### src/rtl/axil_master_param.sv
// AXI4-Lite single-outstanding master: turns a command/response handshake pair
// into AW/W/B or AR/R transactions and counts non-OKAY responses.
module axil_master_param #(
   parameter  int ADDR_W   = 4,
   parameter  int DATA_W   = 32,
   parameter  int ERRCNT_W = 8,
   localparam int STRB_W   = DATA_W / 8
) (
   input  logic                ACLK,
   input  logic                ARESETn,
   output logic [ADDR_W-1:0]   AWADDR,
   output logic [2:0]          AWPROT,
   output logic                AWVALID,
   input  logic                AWREADY,
   output logic [DATA_W-1:0]   WDATA,
   output logic [STRB_W-1:0]   WSTRB,
   output logic                WVALID,
   input  logic                WREADY,
   input  logic [1:0]          BRESP,
   input  logic                BVALID,
   output logic                BREADY,
   output logic [ADDR_W-1:0]   ARADDR,
   output logic [2:0]          ARPROT,
   output logic                ARVALID,
   input  logic                ARREADY,
   input  logic [DATA_W-1:0]   RDATA,
   input  logic [1:0]          RRESP,
   input  logic                RVALID,
   output logic                RREADY,
   input  logic                cmd_valid,
   output logic                cmd_ready,
   input  logic                cmd_write,
   input  logic [ADDR_W-1:0]   cmd_addr,
   input  logic [DATA_W-1:0]   cmd_wdata,
   input  logic [STRB_W-1:0]   cmd_wstrb,
   output logic                rsp_valid,
   input  logic                rsp_ready,
   output logic                rsp_write,
   output logic [DATA_W-1:0]   rsp_rdata,
   output logic [1:0]          rsp_resp,
   output logic [ERRCNT_W-1:0] err_count
);

   typedef enum logic [2:0] {IDLE, WR, WR_B, RD_A, RD_R, RSP} state_t;

   state_t             state, state_nxt;
   logic [ADDR_W-1:0]  addr_q;
   logic [DATA_W-1:0]  wdata_q;
   logic [STRB_W-1:0]  wstrb_q;
   logic               aw_done, w_done;
   logic               cmd_hs, aw_hs, w_hs, b_hs, ar_hs, r_hs, err_hit;

   // All VALID/READY outputs decode registered state only, never the peer's READY/VALID.
   assign cmd_ready = ARESETn && (state == IDLE);
   assign AWVALID   = (state == WR) && !aw_done;
   assign WVALID    = (state == WR) && !w_done;
   assign BREADY    = (state == WR_B);
   assign ARVALID   = (state == RD_A);
   assign RREADY    = (state == RD_R);
   assign rsp_valid = (state == RSP);

   assign AWADDR = addr_q;
   assign ARADDR = addr_q;
   assign WDATA  = wdata_q;
   assign WSTRB  = wstrb_q;
   assign AWPROT = 3'b000;
   assign ARPROT = 3'b000;

   assign cmd_hs  = cmd_valid && cmd_ready;
   assign aw_hs   = AWVALID && AWREADY;
   assign w_hs    = WVALID && WREADY;
   assign b_hs    = BVALID && BREADY;
   assign ar_hs   = ARVALID && ARREADY;
   assign r_hs    = RVALID && RREADY;
   assign err_hit = (b_hs && (BRESP != 2'b00)) || (r_hs && (RRESP != 2'b00));

   always_ff @(posedge ACLK or negedge ARESETn) begin
      if (!ARESETn) state <= IDLE;
      else          state <= state_nxt;
   end

   always_comb begin
      state_nxt = state;
      case (state)
         IDLE:    if (cmd_hs) state_nxt = cmd_write ? WR : RD_A;
         WR:      if ((aw_done || aw_hs) && (w_done || w_hs)) state_nxt = WR_B;
         WR_B:    if (b_hs) state_nxt = RSP;
         RD_A:    if (ar_hs) state_nxt = RD_R;
         RD_R:    if (r_hs) state_nxt = RSP;
         RSP:     if (rsp_ready) state_nxt = IDLE;
         default: state_nxt = IDLE;
      endcase
   end

   always_ff @(posedge ACLK or negedge ARESETn) begin
      if (!ARESETn) begin
         addr_q    <= '0;
         wdata_q   <= '0;
         wstrb_q   <= '0;
         aw_done   <= 1'b0;
         w_done    <= 1'b0;
         rsp_write <= 1'b0;
         rsp_rdata <= '0;
         rsp_resp  <= 2'b00;
         err_count <= '0;
      end else begin
         if (cmd_hs) begin
            addr_q  <= cmd_addr;
            wdata_q <= cmd_wdata;
            wstrb_q <= cmd_wstrb;
            aw_done <= 1'b0;
            w_done  <= 1'b0;
         end
         if (aw_hs) aw_done <= 1'b1;
         if (w_hs)  w_done  <= 1'b1;
         // Write responses leave rsp_rdata holding the last read data.
         if (b_hs) begin
            rsp_resp  <= BRESP;
            rsp_write <= 1'b1;
         end
         if (r_hs) begin
            rsp_rdata <= RDATA;
            rsp_resp  <= RRESP;
            rsp_write <= 1'b0;
         end
         if (err_hit && (err_count != {ERRCNT_W{1'b1}}))
            err_count <= err_count + ERRCNT_W'(1);
      end
   end

endmodule

### config.mk
export PLATFORM = sky130hd
export DESIGN_NAME = axil_master_param
export DESIGN_NICKNAME = d
export VERILOG_FILES = /design/src/rtl/axil_master_param.sv
export SDC_FILE = /design/constraint.sdc
export NUM_CORES = 1
export LEC_CHECK = 0
export ABC_AREA = 1
export BUFFER_PORTS_ARGS = -buffer_cell sky130_fd_sc_hd__buf_2
export CAP_MARGIN = 20
export CORE_MARGIN = 2
export CORE_UTILIZATION = 40
export DETAILED_ROUTE_END_ITERATION = 12
export GPL_ROUTABILITY_DRIVEN = 0
export GPL_TIMING_DRIVEN = 0
export PLACE_DENSITY = 0.67
export SETUP_SLACK_MARGIN = 0.05
export SYNTH_ARGS = -nofsm -noshare
export SYNTH_HDL_FRONTEND = slang
export SYNTH_SLANG_ARGS = --single-unit
### constraint.sdc
create_clock -name ACLK -period 2.04 [get_ports ACLK]
set_input_delay 0.612 -clock ACLK [delete_from_list [all_inputs] [get_ports ACLK]]
set_output_delay 0.612 -clock ACLK [all_outputs]
set_load 0.02 [all_outputs]
==> results_dict.tcl <==
set metrics [dict create \
    hpwl_mm 6.941 \
    drt-vias-per-instance 4.437 \
    place_worst_setup_slack_ps -476.2 \
    first_iter_violations 114 \
    ys_dominant_reg_cell "dfrtp_1" \
    ir_drop_v 0.0006813 \
    synth.distinct_cells 21 \
    worst_path_clk_slew_ps 90 \
    timing.final.ws_setup_ps 100.3 \
    final_period_utilization_pct 95.08 \
    fp-row-count 35 \
    cts_root_buffer "clkbuf_8" \
    dominant_combinational_cell_family_by_area_after_synthesis "simple AND/OR/NAND/NOR gates" \
    buffer_ports.inserted 179 \
    critical_path_source_type "register" \
    hold_slack_ps 66.90 \
    post_synthesis_compound_gate_area_fraction_pct 6.505 \
    post_synth_arst_share_pct 100.0 \
    yosys_warnings 0 \
    report.final.hold_viol_count 0 \
    num-nets-final 738 \
    floorplan.die.height_um 101.1 \
    leakage_power_total_nw 3.037 \
    total_of_fill_cells_in_the_finished_design 900 \
    synth_seq_area_share_pct 58.41 \
    startpoint_of_the_most_critical_setup_path "state[2]" \
    postRouteAntennaNets 0 \
    drt_wl_total_mm 9.508 \
    maximum_number_of_pins_on_one_net_before_global_route_repair 36 \
    timing.fmax_ghz 0.5156 \
    route.detailed.wl_per_inst_um 12.43 \
    synth-adder-area-share_pct 0.3319 \
    crit_arrival_ps 1330 \
    setup_viol 0 \
    timing_worst_setup_path_type "register to primary output" \
    initial_core_util_pct 40.99 \
    num_io_pins 186 \
    grt.total_usage_pct 18.39 \
    synth.mux.area_fraction_pct 0 \
    cts_buffers 9 \
    power.density_nw_per_um2 1487 \
    die-area_um2 10220 \
    fin_worst_skew_ps 15.67 \
    instance_area_at_placement_um2 4853 \
    antenna_found_initial 0 \
    rsz0062_at_grt "true" \
    cp_endpoint_kind "primary output" \
    share_of_layout_cells_above_drive_strength_1_pct 35.78 \
    ctsLongestPathBuffers 2 \
    diode_insertion_count_for_antenna_repair 0 \
    tritoncts "done" \
    worstPathRequired_ps 1430 \
    layout_min_cycle_time_ps 1940 \
    flow.area_growth_from_synthesis_pct 38.73 \
    synth-simple-area-share_pct 23.83 \
    route.vias.total 3394 \
    die-width_um 101.1 \
    postSynthAreaPerCell_um2 8.396 \
    report.final.slew_viol_count 0 \
    finish.instance_area_um2 5230 \
    global_route.overflow_total 0 \
    cap_violations 0 \
    grt_pass1_wl_mm 14.86 \
    setup_tns_ps 0 \
    drt_pass1_iterations 4 \
    summed_instance_area_of_the_synthesized_netlist_um2 3770 \
    crit_path_max_fanout 7 \
    tritoncts_num_sinks 88 \
    synth-edff-count 0 \
    run_status "finished clean" \
    syn_inst 449 \
    first_global_vias 3230 \
    cts-htree-levels 3 \
    clock_latency_ps 340 \
    synth_xor_area_share_pct 0.9293 \
    number_of_remaining_drc_errors 0 \
    ys_ff_latch 88 \
    placeableCoreArea_um2 9196 \
    r2r-start "state[2]" \
    hold_path_class "primary input to asynchronous set/reset pin" \
]
## layout by cell type, fill, tap and decap left out, drive strengths merged
cell type | netlist | routed
bufbuf | 0 | 2
nand4 | 3 | 3
conb | 1 | 6
clkbuf | 10 | 20
ha | 1 | 1
clkinv | 0 | 1
nor2 | 21 | 21
buf | 14 | 197
clkinvlp | 0 | 1
nand2 | 177 | 177
inv | 60 | 61
nand3b | 1 | 1
nor3b | 1 | 1
dfrtp | 88 | 88
nand3 | 19 | 19
o21ai | 46 | 46
xor2 | 4 | 4
a21oi | 3 | 3
bufinv | 0 | 2
## per-stage QoR
step	power, mW	util [%]	cells
3_5_place_dp	6.416	52.78	745
2_1_floorplan	5.123	-	454
3_3_place_gp	6.309	52.45	744
4_1_cts	7.769	55.97	761
5_1_grt	8.363	56.87	765
6_report	7.776	56.87	765
## power breakdown
group          switching, mW  total, mW  internal (mW)  leakage (nW)
clock                  0.608       1.29          0.680         0.102
combinational           2.25       3.48           1.23          1.84
sequential             0.477       3.01           2.53          1.09
total                   3.33       7.78           4.44          3.04
## cell families after synthesis
logic type,count (synthesis)
and+or+nand+nor,222
DFF,88
buffers and inverters,84
AOI/OAI and AO/OA,49
xor gates and xnor gates,4
adders and majority gates,1
other,1
## worst max-delay path, stage by stage (launching register included)
cell and delay [ps]:
dfrtp_2 470, inv_1 130, nand3_1 130, inv_1 100
buf_2 160
## routing by layer
layer / GRT usage, % / share of wire, % / wire (µm)
met5: 0 / 0 / 0
met4: 6.653 / 1.2 / 110
met3: 4.092 / 5.4 / 517
met2: 31.33 / 51 / 4843
met1: 22.89 / 42 / 4036
## worst paths after layout
kind	end	slack [ps]	cells after the start
max	BREADY	100	4
min	WDATA[8]	70	1
max reg2reg	err_count[2]	310	8
min reg2reg	rsp_rdata[30]	470	2
max in group asynchronous	state[0]	1450	2
min in group ACLK	rsp_rdata[11]	460	3
## flip-flops by register name (all words and copies together), names as in the netlist
register / cells
err_count: 8
rsp_write: 1
ARADDR: 4
aw_done: 1
rsp_rdata: 32
WSTRB: 4
w_done: 1
rsp_resp: 2
state: 3
WDATA: 32
## area by class of cell
class | instances | area, µm² | area share (%)
flip-flops and latches | 88 | 2206 | 42.18
multi-input cells | 282 | 1241 | 23.73
repair buffers | 186 | 1066 | 20.38
inverters | 60 | 225.2 | 4.306
plain buffers | 24 | 147.6 | 2.823
well taps | 111 | 138.9 | 2.655
clock buffers | 9 | 123.9 | 2.368
clock inverters | 5 | 81.33 | 1.555
## cell usage after synthesis, types with 2 or more instances
cell type  instances  area share (%)
nor2_1            19             1.9
xor2_1             4            0.93
a21oi_1            3            0.40
nand3_1           19             2.5
buf_4             14             2.8
clkbuf_2           4            0.53
nand2_1          175              17
nand2_2            2            0.33
o21ai_0           45             6.0
nand4_1            3            0.50
clkbuf_1           6            0.60
dfrtp_1           88              58
inv_1             59             5.9
## repair_timing
action,CTS,global route
hold buffers,0,0
endpoints found under the setup margin,46,4
resized for setup,9,10
setup buffers,0,3
pin swaps,0,1
cloned,2,1
(Power assumes the default switching activity.)
